$ cat config.mk
export PLATFORM = sky130hd
export DESIGN_NAME = instruction_fetch_unit
export DESIGN_NICKNAME = d
export VERILOG_FILES = /design/src/rtl/instruction_fetch_unit_pkg.sv /design/src/rtl/instruction_fetch_unit_if_id_register.sv /design/src/rtl/instruction_fetch_unit.sv
export SDC_FILE = /design/constraint.sdc
export NUM_CORES = 1
export LEC_CHECK = 0
export CAP_MARGIN = 20
export CORE_MARGIN = 3
export CORE_UTILIZATION = 46
export DETAILED_ROUTE_END_ITERATION = 7
export HOLD_SLACK_MARGIN = 0.12
export PLACE_DENSITY = 0.76
export SYNTH_ARGS = -nofsm -noshare
export SYNTH_HDL_FRONTEND = slang
export SYNTH_SLANG_ARGS = --single-unit
$ cat constraint.sdc
create_clock -name clk -period 2.7 [get_ports clk]
set_input_delay 0.27 -clock clk [delete_from_list [all_inputs] [get_ports clk]]
set_output_delay 0.27 -clock clk [all_outputs]
set_load 0.05 [all_outputs]
$ cat src/rtl/instruction_fetch_unit_pkg.sv
// instruction_fetch_unit_pkg: shared widths, reset vector, bubble encoding and state types
package instruction_fetch_unit_pkg;

    localparam int          IFU_WORD_WIDTH   = 32;
    localparam logic [31:0] IFU_RESET_PC     = 32'h0000_0000;
    localparam logic [31:0] IFU_BUBBLE_INSTR = 32'h0000_0000;

    typedef enum logic [1:0] {
        FETCH = 2'd0,
        STALL = 2'd1,
        DRAIN = 2'd2
    } ifu_state_e;

    typedef enum logic [1:0] {
        IFID_HOLD   = 2'd0,
        IFID_LOAD   = 2'd1,
        IFID_BUBBLE = 2'd2
    } ifid_op_e;

endpackage

$ cat src/rtl/instruction_fetch_unit_if_id_register.sv
// if_id_register: IF/ID pipeline register with load, hold and bubble-flush operations
module if_id_register
    import instruction_fetch_unit_pkg::*;
#(
    parameter int W = IFU_WORD_WIDTH
) (
    input  logic         clk,
    input  logic         rst,
    input  ifid_op_e     op_i,
    input  logic [W-1:0] pc_i,
    input  logic [W-1:0] instr_i,
    output logic [W-1:0] pc_o,
    output logic [W-1:0] instr_o,
    output logic         valid_o
);

    logic [W-1:0] pc_q, instr_q;
    logic         valid_q;

    // A bubble keeps the last PC so downstream sees a stable address while idle
    always_ff @(posedge clk) begin
        if (rst) begin
            pc_q    <= '0;
            instr_q <= '0;
            valid_q <= 1'b0;
        end else if (op_i == IFID_LOAD) begin
            pc_q    <= pc_i;
            instr_q <= instr_i;
            valid_q <= 1'b1;
        end else if (op_i == IFID_BUBBLE) begin
            instr_q <= W'(IFU_BUBBLE_INSTR);
            valid_q <= 1'b0;
        end
    end

    assign pc_o    = pc_q;
    assign instr_o = instr_q;
    assign valid_o = valid_q;

endmodule

$ cat src/rtl/instruction_fetch_unit.sv
// instruction_fetch_unit: request/ready fetch FSM with one-entry stall buffer and branch drain
module instruction_fetch_unit
    import instruction_fetch_unit_pkg::*;
#(
    parameter int                    WORD_WIDTH = IFU_WORD_WIDTH,
    parameter logic [WORD_WIDTH-1:0] RESET_PC   = WORD_WIDTH'(IFU_RESET_PC)
) (
    input  logic                  clk,
    input  logic                  rst,
    input  logic                  Freeze,
    input  logic                  Branch_taken,
    input  logic [WORD_WIDTH-1:0] Branch_address,
    output logic                  imem_req,
    output logic [WORD_WIDTH-1:0] imem_addr,
    input  logic                  imem_ready,
    input  logic [WORD_WIDTH-1:0] imem_rdata,
    output logic [WORD_WIDTH-1:0] PC_out,
    output logic [WORD_WIDTH-1:0] instruction_out,
    output logic                  valid_out
);

    ifu_state_e            state_q, state_d;
    logic [WORD_WIDTH-1:0] req_addr_q, req_addr_d;
    logic [WORD_WIDTH-1:0] buf_q, buf_d;
    logic [WORD_WIDTH-1:0] pend_q, pend_d;
    logic [WORD_WIDTH-1:0] next_addr;
    ifid_op_e              ifid_op;
    logic [WORD_WIDTH-1:0] ifid_instr;

    assign next_addr = req_addr_q + WORD_WIDTH'(4);

    always_ff @(posedge clk) begin
        if (rst) begin
            state_q    <= FETCH;
            req_addr_q <= RESET_PC;
            buf_q      <= '0;
            pend_q     <= '0;
        end else begin
            state_q    <= state_d;
            req_addr_q <= req_addr_d;
            buf_q      <= buf_d;
            pend_q     <= pend_d;
        end
    end

    // req_addr only moves on a completion or when leaving STALL, so the request stays stable
    always_comb begin
        state_d    = state_q;
        req_addr_d = req_addr_q;
        buf_d      = buf_q;
        pend_d     = pend_q;
        case (state_q)
            FETCH: begin
                if (Branch_taken) begin
                    if (imem_ready) begin
                        req_addr_d = Branch_address;
                    end else begin
                        pend_d  = Branch_address;
                        state_d = DRAIN;
                    end
                end else if (imem_ready) begin
                    if (Freeze) begin
                        buf_d   = imem_rdata;
                        state_d = STALL;
                    end else begin
                        req_addr_d = next_addr;
                    end
                end
            end
            STALL: begin
                if (Branch_taken) begin
                    req_addr_d = Branch_address;
                    buf_d      = '0;
                    state_d    = FETCH;
                end else if (!Freeze) begin
                    req_addr_d = next_addr;
                    buf_d      = '0;
                    state_d    = FETCH;
                end
            end
            DRAIN: begin
                if (Branch_taken) pend_d = Branch_address;
                if (imem_ready) begin
                    req_addr_d = Branch_taken ? Branch_address : pend_q;
                    state_d    = FETCH;
                end
            end
            default: state_d = FETCH;
        endcase
    end

    always_comb begin
        imem_req   = state_q != STALL;
        imem_addr  = req_addr_q;
        ifid_instr = state_q == STALL ? buf_q : imem_rdata;
        ifid_op    = IFID_HOLD;
        if (Branch_taken || state_q == DRAIN)
            ifid_op = IFID_BUBBLE;
        else if (state_q == FETCH)
            ifid_op = Freeze ? IFID_HOLD : (imem_ready ? IFID_LOAD : IFID_BUBBLE);
        else if (state_q == STALL)
            ifid_op = Freeze ? IFID_HOLD : IFID_LOAD;
    end

    if_id_register #(.W(WORD_WIDTH)) u_if_id (
        .clk     (clk),
        .rst     (rst),
        .op_i    (ifid_op),
        .pc_i    (next_addr),
        .instr_i (ifid_instr),
        .pc_o    (PC_out),
        .instr_o (instruction_out),
        .valid_o (valid_out)
    );

endmodule

Word-level counts from Yosys, hierarchy flattened
Index checks and enable logic that the tools add are counted.
{"block": "op_classes", "addsub": 1, "mul": 0, "n_div": 0, "order_cmp": 0, "eq_ne": 15, "shift": 0, "muxes": 36, "n_bitwise": 0, "reduce_logical": 10}
{"op": "32-bit two-way mux", "n": 17}
{"op": "32-bit case mux with 2 select lines", "n": 2}
{"op": "32-bit case mux with 3 select lines", "n": 1}
{"op": "32-bit by 3-bit adder with 32-bit output, second input constant", "n": 1}
{"op": "2-bit two-way mux", "n": 11}
{"op": "2-bit != test, second input constant", "n": 6}
{"op": "3-bit != test, second input constant", "n": 4}
{"op": "5-bit AND reduction", "n": 2}
{"op": "2-bit case mux with 3 select lines", "n": 1}
{"op": "3-bit AND reduction", "n": 2}
{"op": "2-bit nonzero test", "n": 3}
{"op": "2-bit by 1-bit equality test with 1-bit output, second input constant", "n": 2}
{"op": "2-bit equality test, second input constant", "n": 2}
{"op": "1-bit two-way mux", "n": 4}
{"op": "3-bit nonzero test", "n": 1}
{"op": "2-bit logical NOT", "n": 1}
{"op": "2-bit by 1-bit != test with 1-bit output, second input constant", "n": 1}
{"op": "1-bit logical OR", "n": 1}
{"block": "totals", "ff_bits": 163, "latch_bits": 0, "ramBits": 0, "mem_bits_ro": 0, "in_bits": 69, "out_inout_bits": 98, "n_memories": 0}

Depth between registers and ports, before layout
Gate-level depths: netlist of run 1.
{"block": "logic_depth", "word_depth": 7, "mapped_depth": 13, "depth_no_buf": 7}

Cells and area by module
Synthesis of run 1 repeated with hierarchy kept, for this count alone.
{"block": "unflattened", "hier_cells": 963, "hier_area_um2": 8140.3}
{"mod": "instruction_fetch_unit", "n_inst": 1, "cells_each": 712, "area_per_inst_um2": 5617.9, "seq_area_each_um2": 1961.9}
{"mod": "if_id_register", "n_inst": 1, "cells_each": 251, "area_per_inst_um2": 2522.4, "seq_area_each_um2": 1301.2}

Least setup slack after synthesis of run 1
No wires, ideal clock.
{"block": "synth_timing", "path_kind": "input-to-reg", "from": "input port Branch_taken", "to": "register u_if_id.instr_q[10], in the netlist u_if_id.instr_o[10]", "arrival_time_ps": 2619, "required_time_ps": 2572, "path_slack_ps": -46, "stages": 13, "n_path_buf": 7, "path_cell_list": "clkbuf_1 -> clkbuf_1 -> clkbuf_1 -> clkbuf_1 -> nor4_1 -> ha_1 -> clkbuf_1 -> nand2b_1 -> clkbuf_1 -> clkbuf_1 -> a21oi_1 -> a21oi_1 -> nor2_1"}
{"block": "synth_via", "elab_chain_len": 4, "elab_cells_between_ends": 6, "cone_classes": "eq/ne: 2; mux: 2; reduce/logical: 2"}
{"item": "start: declaration", "line": "instruction_fetch_unit.sv:11", "text": "input logic Branch_taken,"}
{"item": "1-bit logical OR (*)", "line": "instruction_fetch_unit.sv:97", "text": "if (Branch_taken || state_q == DRAIN)"}
{"item": "2-bit two-way mux (*)", "line": "instruction_fetch_unit.sv:97"}
{"item": "2-bit by 1-bit equality test with 1-bit output or 2-bit equality test (tied branches)", "line": "instruction_fetch_unit_if_id_register.sv:26, instruction_fetch_unit_if_id_register.sv:30"}
{"item": "32-bit two-way mux or 2-bit nonzero test (tied branches)"}
{"item": "end signal: assignment", "line": "instruction_fetch_unit_if_id_register.sv:28", "text": "instr_q <= instr_i;"}
{"item": "end signal: assignment", "line": "instruction_fetch_unit_if_id_register.sv:31", "text": "instr_q <= W'(IFU_BUBBLE_INSTR);"}
{"item": "end: declaration", "line": "instruction_fetch_unit_if_id_register.sv:17", "text": "logic [W-1:0] pc_q, instr_q;"}
Every way passes the cells marked *; elsewhere a longest branch is shown, timed or not.
A chain may end at the register's enable or synchronous reset.

Worst setup path in the final report of run 1
{"block": "layout_timing", "from": "register req_addr_q[2], in the netlist imem_addr[2]", "to": "register u_if_id.pc_q[16], in the netlist u_if_id.pc_o[16]"}
{"block": "layout_via", "elab_chain_len": 1}
{"item": "start: declaration", "line": "instruction_fetch_unit.sv:23", "text": "logic [WORD_WIDTH-1:0] req_addr_q, req_addr_d;"}
{"item": "start signal: assignment", "line": "instruction_fetch_unit.sv:40", "text": "req_addr_q <= req_addr_d;"}
{"item": "32-bit by 3-bit adder with 32-bit output", "line": "instruction_fetch_unit.sv:30", "text": "assign next_addr = req_addr_q + WORD_WIDTH'(4);"}
{"item": "end signal: assignment", "line": "instruction_fetch_unit_if_id_register.sv:27", "text": "pc_q <= pc_i;"}
{"item": "end: declaration", "line": "instruction_fetch_unit_if_id_register.sv:17"}
No other way between the ends.

==> flow_summary.json, run 1 <==
{
  "status": "complete, no violations",
  "final_common_cell": "nand2_1",
  "antenna_found_initial": 0,
  "synth-async-reset-ratio": 0,
  "die-height_um": 134,
  "grt_start_max_net_pins": 61,
  "first_global_vias": 6725,
  "fmax_ghz": 0.425,
  "ctsResizeCount": 0,
  "clock_sinks": 163,
  "htree_num_levels": 4,
  "whs_endpoint": "state_q[0]$_SDFFE_PP0P_",
  "worstHoldStart": "Branch_taken",
  "synthDistinctLibCells": 51,
  "synth.cell_area_sq_um": 7550,
  "synth_edf_count": 0,
  "postSynthCellCount": 978,
  "syn_to_final_growth_pct": 32.6,
  "power.switching_fraction": 0.270,
  "pwr_density_cell_nw_per_um2": 602,
  "timing.max_cap.violations": 0,
  "synth_sequential_area_ratio": 0.432,
  "gp_congestion": 0.849,
  "clock_path_buffers": 2,
  "drc": 0,
  "critPathCaptureType": "flop",
  "critical_path_peak_fanout": 11,
  "dieArea_sq_um": 18000,
  "fp_rows": 46,
  "hpwl_mm": 14.1,
  "cts-root-buf": "clkbuf_16",
  "global_route.overflow_total": 0,
  "ys_warn_count": 0,
  "power.share.combinational": 0.144,
  "setup.worst_path.start_class": "flop",
  "reg2reg_to": "u_if_id.pc_o[16]$_SDFFE_PP0P_",
  "viasPerCell": 5.65,
  "hold_viol": 0,
  "hold-path-cell-count": 3,
  "clk_pin_slew_worst_setup_hold_paths_ns": 0.06,
  "worst_min_path_class": "input port to flop",
  "tightest_slew_ns": 0.954,
  "clock_skew_ns": 0.00559,
  "layout.nets": 1170,
  "p_total_mw": 6.03,
  "slew_viol_final": 0,
  "switching_power_mw": 1.63,
  "floorplan.core_area_sq_um": 16000,
  "detailedRoute.firstPassIterationCount": 5,
  "internal_power_mw": 4.41,
  "cellLeakagePower_nw": 3.54,
  "finalSetupViolations": 0,
  "finalCritPeriodShare": 0.871,
  "port_buffers": 166,
  "vias": 7497,
  "drtAntennaViolNets": 0,
  "insertedDiodeCount": 0,
  "worst_skew_pair.late_latency_ns": 0.43,
  "worst-endpoint-required_ns": 3.04,
  "cts_setup_buffers": 0,
  "die_x_um": 134,
  "num-fill-cells": 1426,
  "timing.reg2reg.worst_path_depth": 7,
  "overall_global_routing_resource_usage": 0.235,
  "finalWorstPathRequiredPeriod_ns": 2.35,
  "drt-total-wl_mm": 21.5,
  "syn_nets": 1049,
  "grt_setup_unrepaired": "no",
  "initial_utilization": 0.472,
  "setup-tns-final_ns": 0,
  "r2r-start": "imem_addr[2]$_SDFFE_PP0P_",
  "clock_tree_from_tritoncts": "yes",
  "ff2ff_setup_slack_ns": 0.35,
  "top_library_cells_by_usage_in_the_layout_fill_and_taps_aside": "nand2_1 (175), dfxtp_1 (163), clkdlybuf4s50_1 (163)",
  "seqPwrFrac": 0.430,
  "timing_worst_setup_path_type": "flop to flop",
  "yosys_register_bits": 163,
  "ioPinCount": 167,
  "cts_inserted_buffers": 17,
  "clock_power_share": 0.426,
  "first_pass_grt_wire_length_mm": 34.7,
  "drt-wirelength-per-cell_um": 16.2,
  "postSynthAreaPerCell_sq_um": 7.72,
  "drive_above_1_share": 0.0683,
  "synth-main-ff-cell": "dfxtp_1",
  "dr.first_iter.drc_count": 624,
  "vdd_drop_max_mv": 0.463,
  "holdBufCountCts": 0,
  "arrival_ns": 2.69,
  "worst_slew_margin_rel": 0.361
}
## metal layers
metal,share of wire,track usage
met5,0,0
met2,0.44,0.358
met3,0.086,0.0664
met1,0.46,0.325
met4,0.016,0.0724
## kinds of logic (layout without fill, tap and decap cells)
| family | after synthesis | after routing | synth area share |
|---|---|---|---|
| flip-flops | 163 | 163 | 0.432 |
| multiplexers | 8 | 8 | 0.0106 |
| buffers and inverters | 98 | 232 | 0.0507 |
| AO/OA/AOI/OAI | 279 | 279 | 0.229 |
| AND/OR/NAND/NOR | 401 | 401 | 0.243 |
| adder cells (fa/ha/maj) | 2 | 2 | 0.00331 |
| XOR/XNOR | 27 | 27 | 0.0313 |
## power by group through the flow
| stage | clock (mW) | combinational, mW | sequential, mW |
|---|---|---|---|
| final | 2.57 | 0.869 | 2.59 |
| after detailed placement | 0 | 0.862 | 2.64 |
| after CTS | 2.60 | 0.867 | 2.59 |
| after floorplan | 0 | 0.390 | 2.78 |
| after global placement | 0 | 0.852 | 2.64 |
| after global routing | 2.72 | 0.938 | 2.61 |
## metrics by stage
| step | instances | worst slack [ns] | instance area [sq um] | utilization | hold WS (ns) |
|---|---|---|---|---|---|
| 2_1_floorplan | 978 | 0.0295 | 7550 | - | 0.406 |
| 3_3_place_gp | 1296 | 0.380 | 9390 | 0.587 | 0.438 |
| 3_5_place_dp | 1296 | 0.307 | 9390 | 0.587 | 0.444 |
| 4_1_cts | 1328 | 0.356 | 10000 | 0.626 | 0.251 |
| 5_1_grt | 1328 | 0.219 | 10000 | 0.626 | 0.287 |
| 6_report | 1328 | 0.348 | 10000 | 0.626 | 0.250 |
## Yosys cell counts (8+ instances only)
| library cell | instances | share of area |
|---|---|---|
| a211oi_1 | 34 | 0.034 |
| a21oi_1 | 121 | 0.080 |
| a32oi_1 | 34 | 0.039 |
| and3_1 | 9 | 0.0075 |
| and4_1 | 9 | 0.010 |
| clkbuf_1 | 78 | 0.039 |
| dfxtp_1 | 163 | 0.43 |
| mux2i_1 | 8 | 0.011 |
| nand2_1 | 175 | 0.087 |
| nand2b_1 | 10 | 0.0083 |
| nand3_1 | 18 | 0.012 |
| nand4_1 | 8 | 0.0066 |
| nor2_1 | 124 | 0.062 |
| nor3_1 | 13 | 0.0086 |
| o21ai_0 | 48 | 0.032 |
| xnor2_1 | 14 | 0.016 |
| xor2_1 | 13 | 0.015 |
## registers in the layout (all words and copies together), names as in the netlist
signal / cells
buf_q: 32
imem_addr: 32
pend_q: 32
u_if_id.instr_o: 32
u_if_id.pc_o: 32
state_q: 2
u_if_id.valid_o: 1
## critical path: stages, from the launching register on
cell and delay, ns:
dfxtp_1 0.45, ha_1 0.30, nand3_1 0.22, nor4_4 0.44
buf_4 0.26, and3_1 0.24, xnor2_1 0.11, a211oi_1 0.25
## cell type report
cell class	instances	area, sq um	share of cell area
Tap cell	216	270	0.0270
Timing Repair Buffer	194	1900	0.190
Inverter	6	22.5	0.00225
Sequential cell	163	3260	0.326
Clock inverter	13	184	0.0184
Clock buffer	19	443	0.0442
Multi-Input combinational cell	717	3940	0.393
## how the worst max path moves through the flow
stage	to	from	slack, ns	cells past startpoint
2_1_floorplan	u_if_id.instr_o[10]$_SDFFE_PP0P_	Branch_taken	0.03	13
3_3_place_gp	u_if_id.instr_o[6]$_SDFFE_PP0P_	imem_ready	0.38	9
3_5_place_dp	u_if_id.instr_o[15]$_SDFFE_PP0P_	imem_ready	0.31	9
4_1_cts	u_if_id.pc_o[16]$_SDFFE_PP0P_	imem_addr[2]$_SDFFE_PP0P_	0.36	7
5_1_grt	u_if_id.pc_o[16]$_SDFFE_PP0P_	imem_addr[2]$_SDFFE_PP0P_	0.22	7
6_report	u_if_id.pc_o[16]$_SDFFE_PP0P_	imem_addr[2]$_SDFFE_PP0P_	0.35	7
(Power assumes the default switching activity.)
==> inputs of run 2 (changes only) <==
- CTS_CLUSTER_DIAMETER: not set -> 100
==> results of run 2 <==
No change in the layout: final DEF, timing and power equal those of run 1.
==> inputs of run 3 (changes only) <==
- SETUP_SLACK_MARGIN: not set -> 0.02
==> results of run 3 <==
No change in the layout: final DEF, timing and power equal those of run 1.
